**config.mk**
```make
export PLATFORM = sky130hd
export DESIGN_NAME = mc_ctrl_flat
export DESIGN_NICKNAME = d
export VERILOG_FILES = /design/src/rtl/mc_ctrl_if.sv /design/src/rtl/mc_ctrl.sv /design/src/flat_wrapper.sv
export SDC_FILE = /design/constraint.sdc
export NUM_CORES = 1
export LEC_CHECK = 0
export BUFFER_PORTS_ARGS = -buffer_cell sky130_fd_sc_hd__buf_2
export CAP_MARGIN = 5
export CORE_ASPECT_RATIO = 1.2
export CORE_MARGIN = 2
export CORE_UTILIZATION = 35
export DETAILED_ROUTE_END_ITERATION = 8
export SLEW_MARGIN = 25
export SYNTH_ARGS = -nofsm -noshare
export SYNTH_HDL_FRONTEND = slang
export SYNTH_SLANG_ARGS = --single-unit
```
**constraint.sdc**
```tcl
create_clock -name clk -period 2.74 [get_ports clk]
set_input_delay 0.548 -clock clk [delete_from_list [all_inputs] [get_ports clk]]
set_output_delay 0.548 -clock clk [all_outputs]
set_load 0.05 [all_outputs]
```
**src/rtl/mc_ctrl_if.sv**
```systemverilog
// mc_ctrl_if: instruction/flag inputs and datapath control lines of the multicycle controller.
// master: the controller side; slave: the datapath/memory side.
interface mc_ctrl_if;
    logic [5:0] op;
    logic [5:0] funct;
    logic       zero;
    logic       memReady;
    logic       memRead;
    logic       memWrite;
    logic       iorD;
    logic       irWrite;
    logic       pcEn;
    logic [1:0] pcSrc;
    logic       aluSrcA;
    logic [1:0] aluSrcB;
    logic [2:0] aluControl;
    logic       regDst;
    logic       memToReg;
    logic       regWrite;
    logic       illegalOp;
    logic       memErr;
    logic [3:0] state;

    modport master (
        input  op, funct, zero, memReady,
        output memRead, memWrite, iorD, irWrite, pcEn, pcSrc, aluSrcA, aluSrcB,
               aluControl, regDst, memToReg, regWrite, illegalOp, memErr, state
    );

    modport slave (
        output op, funct, zero, memReady,
        input  memRead, memWrite, iorD, irWrite, pcEn, pcSrc, aluSrcA, aluSrcB,
               aluControl, regDst, memToReg, regWrite, illegalOp, memErr, state
    );
endinterface

```
**src/rtl/mc_ctrl.sv**
```systemverilog
// mc_ctrl: multicycle MIPS control FSM (fetch/decode/execute over a shared ALU and memory).
// Memory states wait on memReady with a WAIT_MAX-cycle timeout that aborts to FETCH.
// Optional build macro MC_CTRL_BNE_EN adds bne (op 000101) via the BRANCH state.
module mc_ctrl #(
    parameter int unsigned WAIT_MAX = 16
) (
    input  logic      clk,
    input  logic      rst,
    mc_ctrl_if.master bus
);
    typedef enum logic [3:0] {
        StFetch   = 4'd0,
        StDecode  = 4'd1,
        StMemAdr  = 4'd2,
        StMemRd   = 4'd3,
        StMemWb   = 4'd4,
        StMemWr   = 4'd5,
        StExecute = 4'd6,
        StAluWb   = 4'd7,
        StBranch  = 4'd8,
        StAddiEx  = 4'd9,
        StAddiWb  = 4'd10,
        StJump    = 4'd11
    } state_e;

    localparam logic [5:0] OpRtype = 6'b000000;
    localparam logic [5:0] OpLw    = 6'b100011;
    localparam logic [5:0] OpSw    = 6'b101011;
    localparam logic [5:0] OpBeq   = 6'b000100;
    localparam logic [5:0] OpAddi  = 6'b001000;
    localparam logic [5:0] OpJ     = 6'b000010;
`ifdef MC_CTRL_BNE_EN
    localparam logic [5:0] OpBne   = 6'b000101;
`endif

    localparam logic [7:0] WaitLast = 8'(WAIT_MAX - 1);

    state_e     stateQ, stateD;
    logic [7:0] waitCntQ, waitCntD;
    logic       inMem;
    logic       timeout;
    logic       rtypeOk;
    logic       illegal;
`ifdef MC_CTRL_BNE_EN
    logic       isBneQ, isBneD;
`endif

    // Timeout condition: a memory state still stalled on its last allowed cycle.
    always_comb begin
        inMem   = (stateQ == StFetch) || (stateQ == StMemRd) || (stateQ == StMemWr);
        timeout = inMem && !bus.memReady && (waitCntQ == WaitLast);
        rtypeOk = (bus.funct == 6'b100000) || (bus.funct == 6'b100010) ||
                  (bus.funct == 6'b100100) || (bus.funct == 6'b100101) ||
                  (bus.funct == 6'b101010);
    end

    // Next-state, wait counter and bne flag.
    always_comb begin
        stateD  = stateQ;
        illegal = 1'b0;
`ifdef MC_CTRL_BNE_EN
        isBneD  = isBneQ;
`endif
        case (stateQ)
            StFetch:   if (bus.memReady) stateD = StDecode;
            StDecode: begin
`ifdef MC_CTRL_BNE_EN
                isBneD = (bus.op == OpBne);
`endif
                case (bus.op)
                    OpRtype: begin
                        if (rtypeOk) begin
                            stateD = StExecute;
                        end else begin
                            stateD  = StFetch;
                            illegal = 1'b1;
                        end
                    end
                    OpLw, OpSw: stateD = StMemAdr;
                    OpBeq:      stateD = StBranch;
`ifdef MC_CTRL_BNE_EN
                    OpBne:      stateD = StBranch;
`endif
                    OpAddi:     stateD = StAddiEx;
                    OpJ:        stateD = StJump;
                    default: begin
                        stateD  = StFetch;
                        illegal = 1'b1;
                    end
                endcase
            end
            StMemAdr:  stateD = (bus.op == OpSw) ? StMemWr : StMemRd;
            StMemRd:   if (bus.memReady) stateD = StMemWb;
            StMemWr:   if (bus.memReady) stateD = StFetch;
            StExecute: stateD = StAluWb;
            StAddiEx:  stateD = StAddiWb;
            default:   stateD = StFetch;
        endcase
        if (timeout) stateD = StFetch;

        // A FETCH timeout stays in FETCH, so clear explicitly to give the retry a full budget.
        if ((stateD != stateQ) || timeout) begin
            waitCntD = 8'd0;
        end else if (inMem && !bus.memReady) begin
            waitCntD = waitCntQ + 8'd1;
        end else begin
            waitCntD = waitCntQ;
        end
    end

    // FSM state register with asynchronous active-low reset.
    always_ff @(posedge clk or negedge rst) begin
        if (!rst) begin
            stateQ   <= StFetch;
            waitCntQ <= 8'd0;
`ifdef MC_CTRL_BNE_EN
            isBneQ   <= 1'b0;
`endif
        end else begin
            stateQ   <= stateD;
            waitCntQ <= waitCntD;
`ifdef MC_CTRL_BNE_EN
            isBneQ   <= isBneD;
`endif
        end
    end

    // Moore decode of state, plus the memReady/zero/timeout-gated strobes.
    always_comb begin
        bus.memRead    = 1'b0;
        bus.memWrite   = 1'b0;
        bus.iorD       = 1'b0;
        bus.irWrite    = 1'b0;
        bus.pcEn       = 1'b0;
        bus.pcSrc      = 2'b00;
        bus.aluSrcA    = 1'b0;
        bus.aluSrcB    = 2'b00;
        bus.aluControl = 3'b000;
        bus.regDst     = 1'b0;
        bus.memToReg   = 1'b0;
        bus.regWrite   = 1'b0;
        bus.illegalOp  = 1'b0;
        bus.memErr     = timeout;
        bus.state      = stateQ;
        case (stateQ)
            StFetch: begin
                bus.memRead    = 1'b1;
                bus.aluSrcB    = 2'b01;
                bus.aluControl = 3'b010;
                bus.irWrite    = bus.memReady;
                bus.pcEn       = bus.memReady;
            end
            StDecode: begin
                bus.aluSrcB    = 2'b11;
                bus.aluControl = 3'b010;
                bus.illegalOp  = illegal;
            end
            StMemAdr, StAddiEx: begin
                bus.aluSrcA    = 1'b1;
                bus.aluSrcB    = 2'b10;
                bus.aluControl = 3'b010;
            end
            StMemRd: begin
                bus.memRead = 1'b1;
                bus.iorD    = 1'b1;
            end
            StMemWb: begin
                bus.regWrite = 1'b1;
                bus.memToReg = 1'b1;
            end
            StMemWr: begin
                bus.memWrite = !timeout;
                bus.iorD     = 1'b1;
            end
            StExecute: begin
                bus.aluSrcA = 1'b1;
                case (bus.funct)
                    6'b100010: bus.aluControl = 3'b110;
                    6'b100100: bus.aluControl = 3'b000;
                    6'b100101: bus.aluControl = 3'b001;
                    6'b101010: bus.aluControl = 3'b111;
                    default:   bus.aluControl = 3'b010;
                endcase
            end
            StAluWb: begin
                bus.regWrite = 1'b1;
                bus.regDst   = 1'b1;
            end
            StBranch: begin
                bus.aluSrcA    = 1'b1;
                bus.aluControl = 3'b110;
                bus.pcSrc      = 2'b01;
`ifdef MC_CTRL_BNE_EN
                bus.pcEn       = isBneQ ? !bus.zero : bus.zero;
`else
                bus.pcEn       = bus.zero;
`endif
            end
            StAddiWb: bus.regWrite = 1'b1;
            StJump: begin
                bus.pcSrc = 2'b10;
                bus.pcEn  = 1'b1;
            end
            default: ;
        endcase
        // Reset holds every strobe low; selects keep their FETCH values.
        if (!rst) begin
            bus.memRead   = 1'b0;
            bus.memWrite  = 1'b0;
            bus.irWrite   = 1'b0;
            bus.pcEn      = 1'b0;
            bus.regWrite  = 1'b0;
            bus.illegalOp = 1'b0;
            bus.memErr    = 1'b0;
        end
    end
endmodule

```
**src/flat_wrapper.sv**
```systemverilog
// flat-port wrapper written by rule: the top's interface ports become plain ports
module mc_ctrl_flat 
#(
    parameter int unsigned WAIT_MAX = 16
)
  (clk, rst, bus_op, bus_funct, bus_zero, bus_memReady, bus_memRead, bus_memWrite, bus_iorD, bus_irWrite, bus_pcEn, bus_pcSrc, bus_aluSrcA, bus_aluSrcB, bus_aluControl, bus_regDst, bus_memToReg, bus_regWrite, bus_illegalOp, bus_memErr, bus_state);
  mc_ctrl_if bus_i ();
  input  logic clk;
  input  logic rst;
  input wire logic [$bits(bus_i.op)-1:0] bus_op;
  input wire logic [$bits(bus_i.funct)-1:0] bus_funct;
  input wire logic [$bits(bus_i.zero)-1:0] bus_zero;
  input wire logic [$bits(bus_i.memReady)-1:0] bus_memReady;
  output wire logic [$bits(bus_i.memRead)-1:0] bus_memRead;
  output wire logic [$bits(bus_i.memWrite)-1:0] bus_memWrite;
  output wire logic [$bits(bus_i.iorD)-1:0] bus_iorD;
  output wire logic [$bits(bus_i.irWrite)-1:0] bus_irWrite;
  output wire logic [$bits(bus_i.pcEn)-1:0] bus_pcEn;
  output wire logic [$bits(bus_i.pcSrc)-1:0] bus_pcSrc;
  output wire logic [$bits(bus_i.aluSrcA)-1:0] bus_aluSrcA;
  output wire logic [$bits(bus_i.aluSrcB)-1:0] bus_aluSrcB;
  output wire logic [$bits(bus_i.aluControl)-1:0] bus_aluControl;
  output wire logic [$bits(bus_i.regDst)-1:0] bus_regDst;
  output wire logic [$bits(bus_i.memToReg)-1:0] bus_memToReg;
  output wire logic [$bits(bus_i.regWrite)-1:0] bus_regWrite;
  output wire logic [$bits(bus_i.illegalOp)-1:0] bus_illegalOp;
  output wire logic [$bits(bus_i.memErr)-1:0] bus_memErr;
  output wire logic [$bits(bus_i.state)-1:0] bus_state;
  assign bus_i.op = bus_op;
  assign bus_i.funct = bus_funct;
  assign bus_i.zero = bus_zero;
  assign bus_i.memReady = bus_memReady;
  assign bus_memRead = bus_i.memRead;
  assign bus_memWrite = bus_i.memWrite;
  assign bus_iorD = bus_i.iorD;
  assign bus_irWrite = bus_i.irWrite;
  assign bus_pcEn = bus_i.pcEn;
  assign bus_pcSrc = bus_i.pcSrc;
  assign bus_aluSrcA = bus_i.aluSrcA;
  assign bus_aluSrcB = bus_i.aluSrcB;
  assign bus_aluControl = bus_i.aluControl;
  assign bus_regDst = bus_i.regDst;
  assign bus_memToReg = bus_i.memToReg;
  assign bus_regWrite = bus_i.regWrite;
  assign bus_illegalOp = bus_i.illegalOp;
  assign bus_memErr = bus_i.memErr;
  assign bus_state = bus_i.state;
  mc_ctrl #(.WAIT_MAX(WAIT_MAX)) u_core (.clk(clk), .rst(rst), .bus(bus_i));
endmodule
```
==> results.yml, run 1 <==
run_status:
  status: "complete, no violations"
final_layout:
  fin_area_sq_mm: 0.00168
  final_util: 0.467
  antenna_cells: 0
  drive_gt1_frac: 0.356
  nets: 226
  nFillCells: 369
  syn_to_final_growth_pct: 28.1
drt:
  ant_nets: 0
  drtIter0Drc: 80
  avgRoutedWirePerCell_um: 14.4
  vias: 1387
  first_pass_iters: 4
  drc: 0
  viasPerCell: 5.62
  finalWirelength_um: 3560
logic_synthesis:
  netlist_area_sq_mm: 0.00131
  ys.flop_type: "dfrtp_1"
  ys_async_sr_fraction: 1.00
  synth_edf_count: 0
  synth_nets: 183
  netlist_top_cells_area: "dfrtp_1 23%, xnor2_1 5.3%, nor2_1 5.1%"
  netlist_instances: 166
  yosysTopAreaCellShare: 0.229
  seq_area_frac_synth: 0.229
  avgSynthCellArea_sq_um: 7.91
  synth.distinct_cells: 57
  synth.largest_area_cell: "dfrtp_1"
  synth_seq_cells: 12
  ys_warn_count: 0
worst_setup_path:
  cp_top_family: "simple AND/OR/NAND/NOR gates"
  max_stage_delay_ps: 580
  cp_slowest_cell: "or4_4"
  worstSetupEndpointType: "output pin"
  worstPathArrival_ps: 2030
  crit_path_start_kind: "flop"
  cp.required_ps: 2190
  cp-startpoint: "u_core.waitCntQ[5]$_DFFE_PN0P_"
  reg2reg_from: "u_core.bus.state[1]$_DFF_PN0_"
  worstSetupPathType: "flop to output pin"
  worstPathMaxFanout: 5
  critical_path_buf_inv_count: 2
  cp_cell_sequence: "or4_4 > nor3_1 > buf_4 > and2_1 > buf_2"
timing:
  drv_slew: 0
  fin_crit_ps: 2570
  tns_ps: 0
  finalSetupViolCount: 0
  tightest_slew_ps: 450
  fin_ws_ps: 165
  rsz0062_at_grt: "no"
  hold_viol: 0
  finClkSkew_ps: 2.51
  fmaxAchievable_mhz: 388
  slew_headroom: 0.699
  timing.final.crit_share: 0.940
global_route:
  grt_pass1_wl_um: 5600
  grt_pass1_vias: 1223
  grt_max_degree: 15
  grt-ovfl-total: 0
  antenna_found_initial: 0
  grt_usage: 0.169
die:
  rows: 24
  core_sq_mm: 0.00360
  die_area_sq_mm: 0.00426
  io_pins: 38
  die_h_um: 71.1
  dieWidth_um: 59.9
  start_util: 0.365
cts:
  cts_resized: 0
  clock_latency_ps: 250
  cts_tree: "done"
  cts_htree_levels: 1
  post_cts_buffers: 0
  cts_buffer_depth: 2
  cts_hold_buf: 0
  clock-sinks: 12
  clk_pin_slew_worst_paths_ps: 60
  cts.root.buffer_cell: "clkbuf_8"
  cts_made_buffers: 3
run:
  max-cap-violations: 0
power:
  p_leak_uw: 0.000737
  ir_worst_vdd_uv: 298
  power.density_mw_per_mm2: 789
place:
  globalplace.congestion: 0.817
  port_buffers: 37
  dpl_worst_slack_ps: 320
  place_hpwl_um: 2800
  postPlaceCellArea_sq_mm: 0.00163
min_path:
  worstHoldPathType: "input pin to async pin"
[layout by cell type, fill, tap and decap left out, drive strengths merged, types with 2 or more instances in the layout]
| cell | netlist | routed |
|---|---|---|
| a21oi | 9 | 9 |
| a31oi | 2 | 2 |
| and2 | 2 | 2 |
| and3 | 3 | 3 |
| buf | 6 | 46 |
| clkbuf | 2 | 4 |
| dfrtp | 12 | 12 |
| inv | 9 | 9 |
| mux2i | 3 | 3 |
| nand2 | 14 | 14 |
| nand2b | 4 | 4 |
| nand3 | 6 | 6 |
| nand4 | 3 | 3 |
| nor2 | 18 | 18 |
| nor2b | 4 | 4 |
| nor3 | 12 | 12 |
| nor3b | 3 | 3 |
| nor4 | 6 | 6 |
| nor4b | 3 | 3 |
| o211a | 2 | 2 |
| o211ai | 3 | 3 |
| o21ai | 4 | 4 |
| o31ai | 2 | 2 |
| o32ai | 2 | 2 |
| or3 | 2 | 2 |
| xnor2 | 9 | 9 |
| xor2 | 2 | 2 |
[power breakdown]
part | total [uW] | internal [uW] | switching (uW)
Clock | 202 | 127 | 74.4
Combinational | 892 | 276 | 615
Sequential | 234 | 198 | 36.1
Total | 1330 | 602 | 726
[metal layers]
layer  up-vias  wire (um)  track usage  part of all wire
met3         6        159       0.0329             0.045
met2        41       1670        0.272              0.47
met1       650       1660        0.231              0.47
met4         0         68       0.0420             0.019
met5         -          0            0                 0
li1        690          -            -                 -
[path summary, 6_finish.rpt]
check                      cells after the start  slack, ps                              to
min reg2reg                                    2        580  u_core.waitCntQ[7]$_DFFE_PN0P_
min in group clk                               2        580  u_core.waitCntQ[7]$_DFFE_PN0P_
min                                            1        160   u_core.bus.state[2]$_DFF_PN0_
max                                            5        170                      bus_memErr
max reg2reg                                    6        470  u_core.waitCntQ[4]$_DFFE_PN0P_
max in group asynchronous                      2       2200  u_core.waitCntQ[5]$_DFFE_PN0P_
[state kept, by name, summed over array words and instances (netlist names)]
signal	cells
u_core.bus.state	4
u_core.waitCntQ	8
[area by class of cell]
class,count,area [sq um],share of cell area
Clock buffer,4,55.1,0.0327
Sequential cell,12,302,0.179
Timing Repair Buffer,46,253,0.150
Multi-Input combinational cell,137,991,0.589
Tap cell,39,48.8,0.0290
Inverter,9,33.8,0.0201
[Yosys cell counts, types with 2 or more instances]
cell type	instances
and2_1	2
nand4_1	3
nor4b_2	2
nand2_1	14
and3_2	2
a21oi_1	8
nand3_1	5
o21ai_0	4
o211a_1	2
buf_4	2
clkbuf_1	2
nand2b_1	4
a31oi_1	2
o32ai_1	2
dfrtp_1	12
nor2b_1	4
xnor2_1	8
mux2i_1	3
nor4_1	6
nor2_1	18
o211ai_1	2
nor3_1	12
inv_1	9
buf_2	3
nor3b_1	3
[per-stage QoR]
step,hold slack [ps],power (uW),std cells
final,162,1330,247
after global routing,169,1410,247
after CTS,160,1340,247
after detailed placement,427,1130,243
after global placement,426,1130,243
after floorplan,252,929,166
[worst reg2reg max path: stages, from the launching register on]
cell and delay [ps]:
dfrtp_1 510, and2b_4 350, nand3_2 80, o32a_1 400
o31ai_2 270, nand2_1 220, nor4_1 310
[logic make-up (layout without fill, tap and decap cells)]
logic type               count (synthesis)  count (layout)  share of synthesized area
adder cells (fa/ha/maj)                  2               2                     0.0171
buffers and inverters                   17              59                     0.0571
AND/OR/NAND/NOR                         85              85                      0.366
XOR/XNOR                                11              11                     0.0933
multiplexers                             4               4                     0.0314
flip-flops                              12              12                      0.229
AO/OA/AOI/OAI                           35              35                      0.207
Power figures use the tool's default switching activity.
==> run 2, diff against run 1 <==
ABC_AREA = 0   (was not set)
CORE_MARGIN = 3   (was 2)
==> run 2 against run 1 <==
Hold slack improved by 53 ps. Sequential share of layout area shrank 0.15 points. First-iteration DRC count up 19%. Critical path type unchanged. Utilization is 2.0 points higher. Total power grew 0.17%. Setup slack improved by 25 ps. Flip-flop and latch count unchanged. Cell count up 4.0%. Register-to-register slack lost 20 ps.
==> results.yml, run 2 (synthesis results as in run 1) <==
worst_setup_path:
  cp.required_ps: 2190
  r2r-end: "u_core.waitCntQ[7]$_DFFE_PN0P_"
  crit_path_end: "bus_regWrite"
  reg2reg_from: "u_core.bus.state[1]$_DFF_PN0_"
  worstPathArrival_ps: 2000
  worstSetupPathType: "flop to output pin"
  reg2reg_slack_ps: 450
  crit_path_start_kind: "flop"
  worstSetupEndpointType: "output pin"
  cp-startpoint: "u_core.bus.state[1]$_DFF_PN0_"
  worstPathMaxFanout: 11
  reg2regPathDepth: 7
timing:
  fin_crit_ps: 2550
  finalSetupViolCount: 0
  slew_headroom: 0.694
  whs_ps: 215
  fmaxAchievable_mhz: 392
  hold_viol: 0
  rsz0062_at_grt: "no"
  tightest_slew_ps: 455
  timing.final.crit_share: 0.930
  finClkSkew_ps: 4.12
  fin_ws_ps: 191
  drv_slew: 0
die:
  start_util: 0.377
  die_area_sq_mm: 0.00453
  core_sq_mm: 0.00348
  die_h_um: 73.1
  io_pins: 38
  rows: 23
  dieWidth_um: 61.9
place:
  port_buffers: 37
  dpl_worst_slack_ps: 284
  postPlaceCellArea_sq_mm: 0.00163
  place_hpwl_um: 2990
  globalplace.congestion: 0.799
  dp.cells: 253
cts:
  cts_made_buffers: 3
  cts_htree_levels: 1
  cts_hold_buf: 0
  post_cts_buffers: 0
  cts_tree: "done"
  cts.root.buffer_cell: "clkbuf_8"
  cts_buffer_depth: 2
  clock_latency_ps: 240
  clk_pin_slew_worst_paths_ps: 50
  cts_resized: 0
  clock-sinks: 12
final_layout:
  syn_to_final_growth_pct: 29.1
  final_cell_mix: "37 x buf_2, 17 x nor2_1, 13 x nand2_1"
  final_util: 0.487
  regMostFlops: "u_core.waitCntQ"
  drive_gt1_frac: 0.362
  final_common_cell: "buf_2"
  instances_no_fill: 257
  largest_reg_flops: 8
  fin_area_sq_mm: 0.00170
  antenna_cells: 0
  nets: 225
drt:
  drtIter0Drc: 95
  drc: 0
  vias: 1401
  viasPerCell: 5.45
  finalWirelength_um: 3740
  avgRoutedWirePerCell_um: 14.5
  ant_nets: 0
  first_pass_iters: 4
global_route:
  grt_max_degree: 23
  antenna_found_initial: 0
  grt_usage: 0.187
  grt_pass1_vias: 1399
  grt-ovfl-total: 0
  grt_pass1_wl_um: 6440
power:
  ir_worst_vdd_uv: 495
  p_switching_uw: 730
  p_clk_frac: 0.145
  power.density_mw_per_mm2: 784
  p_leak_uw: 0.000734
  comb_power_share: 0.670
  intPower_uw: 600
  p_seq_frac: 0.185
  swShare: 0.549
min_path:
  worstHoldPathType: "input pin to async pin"
run:
  max-cap-violations: 0
run_status:
  status: "complete, no violations"
-- run 2: power groups by stage --
stage          registers [uW]  clock network (uW)  logic (uW)
3_3_place_gp              244                   0         871
2_1_floorplan             271                   0         658
6_report                  247                 192         891
3_5_place_dp              249                   0         886
4_1_cts                   246                 199         890
5_1_grt                   251                 210         957
-- run 2: how the worst min path moves through the flow --
stage | depth (start not counted) | slack, ps | from | end
floorplan | 0 | 250 | rst | u_core.bus.state[0]$_DFF_PN0_
global placement | 1 | 470 | rst | u_core.bus.state[3]$_DFF_PN0_
detailed placement | 1 | 480 | rst | u_core.bus.state[3]$_DFF_PN0_
CTS | 1 | 220 | rst | u_core.bus.state[3]$_DFF_PN0_
global route | 1 | 230 | rst | u_core.bus.state[3]$_DFF_PN0_
finish | 1 | 210 | rst | u_core.bus.state[3]$_DFF_PN0_
-- run 2: area by class of cell --
cell class	count	area [sq um]
Sequential cell	12	302
Tap cell	50	62.6
Inverter	9	33.8
Clock buffer	4	55.1
Multi-Input combinational cell	137	998
Timing Repair Buffer	45	245
Fill cell	329	1790
-- run 2: critical path, cell delays in order, from the launching register on --
cell and delay, ps:
dfrtp_1 520, buf_4 230, inv_1 140, nand2_1 220
nor2_4 160, a21oi_1 80, nor2b_4 130, buf_2 260
-- run 2: metal layers --
layer,vias up,GRT usage,share of wire
met4,0,0.0755,0.028
met2,49,0.311,0.49
met5,-,0,0
li1,690,-,-
met3,11,0.0230,0.045
met1,651,0.238,0.44
-- run 2: metrics by stage --
| stage | power [uW] | setup TNS [ps] |
|---|---|---|
| after floorplan | 929 | -39.5 |
| after global placement | 1110 | 0 |
| after detailed placement | 1140 | 0 |
| after CTS | 1340 | 0 |
| after global routing | 1420 | 0 |
| final | 1330 | 0 |
==> run 3, diff against run 2 <==
PLACE_DENSITY = 0.65   (was not set)
==> run 3 against run 2 <==
Utilization down 0.72 points. Setup slack improved by 37 ps. Clock skew shrank 1.4 ps. Register-to-register slack is essentially flat. Highest routed layer unchanged.
==> results.yml, run 3 (synthesis results as in run 1) <==
run_status:
  status: "complete, no violations"
timing:
  tightest_slew_ps: 477
  hold_viol: 0
  drv_slew: 0
  finalSetupViolCount: 0
  rsz0062_at_grt: "no"
  finClkSkew_ps: 2.75
  timing.final.crit_share: 0.917
  fmaxAchievable_mhz: 398
  slew_headroom: 0.681
  tns_ps: 0
  fin_crit_ps: 2510
power:
  ir_worst_vdd_uv: 382
  p_clk_frac: 0.133
  comb_power_share: 0.683
  p_seq_frac: 0.184
  power.density_mw_per_mm2: 770
  swShare: 0.556
  intPower_uw: 572
  p_leak_uw: 0.000721
  p_switching_uw: 716
drt:
  drc: 0
  viasPerCell: 5.33
  finalWirelength_um: 3400
  ant_nets: 0
  drtIter0Drc: 43
  dr_wl_met3_um: 167
  avgRoutedWirePerCell_um: 13.3
  first_pass_iters: 4
  met2WireLength_um: 1650
  routed.top_layer: "met4"
  vias: 1364
  drt-met1-wl_um: 1520
final_layout:
  nets: 224
  drive_gt1_frac: 0.345
  regMostFlops: "u_core.waitCntQ"
  fin_area_sq_mm: 0.00167
  final_common_cell: "buf_2"
  final_cell_mix: "37 x buf_2, 17 x nor2_1, 14 x nand2_1"
  final_util: 0.480
  nFillCells: 370
  syn_to_final_growth_pct: 27.2
  seq_area_sq_um: 302
  antenna_cells: 0
  largest_reg_flops: 8
  multi_input_area_sq_um: 991
worst_setup_path:
  reg2reg_from: "u_core.bus.state[1]$_DFF_PN0_"
  cp_top_family: "simple AND/OR/NAND/NOR gates"
  worstPathArrival_ps: 1960
  max_stage_delay_ps: 580
  worstSetupPathType: "flop to output pin"
  reg2reg_slack_ps: 440
  worstPathMaxFanout: 5
  reg2regPathDepth: 7
  cp_slowest_cell: "or4_4"
  cp_cell_sequence: "or4_4 > nor3_1 > buf_4 > and2_1 > buf_2"
  critical_path_buf_inv_count: 2
  critical_path_depth: 5
  crit_path_start_kind: "flop"
  worstSetupEndpointType: "output pin"
  r2r-end: "u_core.waitCntQ[7]$_DFFE_PN0P_"
  cp.required_ps: 2190
cts:
  cts_htree_levels: 1
  cts.root.buffer_cell: "clkbuf_8"
  clk_pin_slew_worst_paths_ps: 50
  cts_buffer_depth: 2
  cts_hold_buf: 0
  post_cts_buffers: 0
  cts_tree: "done"
  cts_made_buffers: 3
  clock_latency_ps: 250
  cts_resized: 0
  clock-sinks: 12
die:
  core_sq_mm: 0.00348
  die_area_sq_mm: 0.00453
  die_h_um: 73.1
  start_util: 0.377
  dieWidth_um: 61.9
  rows: 23
  io_pins: 38
global_route:
  grt-ovfl-total: 0
  grt_pass1_wl_um: 5750
  grt_usage: 0.165
  grt_pass1_vias: 1238
  grt_max_degree: 18
  antenna_found_initial: 0
place:
  globalplace.congestion: 0.798
  place_hpwl_um: 2670
  postPlaceCellArea_sq_mm: 0.00163
  port_buffers: 37
run:
  max-cap-violations: 0
min_path:
  worstHoldPathType: "input pin to async pin"
==> run 3: cell types whose count changed in the layout (fill, tap and decap cells not counted) <==
cell	previous run	this run
buf_4	8	7
clkbuf_8	4	3
nand2_2	1	0
nand2_1	13	14
nor3_2	3	2
clkbuf_1	0	1
nor3_1	9	10
==> run 3: worst max path at each step <==
stage                                    from                 to
6_report       u_core.waitCntQ[5]$_DFFE_PN0P_         bus_memErr
4_1_cts        u_core.waitCntQ[5]$_DFFE_PN0P_         bus_memErr
2_1_floorplan   u_core.bus.state[2]$_DFF_PN0_  bus_aluControl[2]
3_3_place_gp                        bus_op[0]      bus_illegalOp
3_5_place_dp                        bus_op[0]      bus_illegalOp
5_1_grt         u_core.bus.state[1]$_DFF_PN0_       bus_regWrite
==> run 3: final cells by class <==
type                       instances  area share
sequential                        12       0.180
tap                               50      0.0374
multi-input combinational        137       0.593
clock buffer                       4      0.0269
inverter                           9      0.0202
timing repair buffer              44       0.142
==> run 3: worst register-to-register path: stages, from the launching register on <==
cell	delay (ps)
dfrtp_1	490
buf_4	230
nand2b_1	290
nor2_1	230
nand4_1	170
a21oi_2	250
xor2_2	380
nor4_1	130
==> run 3: per-layer routing <==
metal / track usage / up-vias
li1: - / 690
met1: 0.222 / 633
met2: 0.268 / 36
met3: 0.0248 / 5
met4: 0.0495 / 0
met5: 0 / -
==> run 3: metrics by stage <==
step	hold slack, ps	std cells	power, uW	setup WS [ps]
after floorplan	252	166	929	-22.1
after global placement	483	252	1130	336
after detailed placement	476	252	1120	307
after CTS	209	256	1300	204
after global routing	218	256	1380	104
final	213	256	1290	227
==> run 3: power by group through the flow <==
stage	clock network, uW	logic (uW)	registers [uW]
global route	188	952	244
detailed placement	0	883	240
finish	171	879	237
CTS	179	885	238
global placement	0	887	241
floorplan	0	658	271
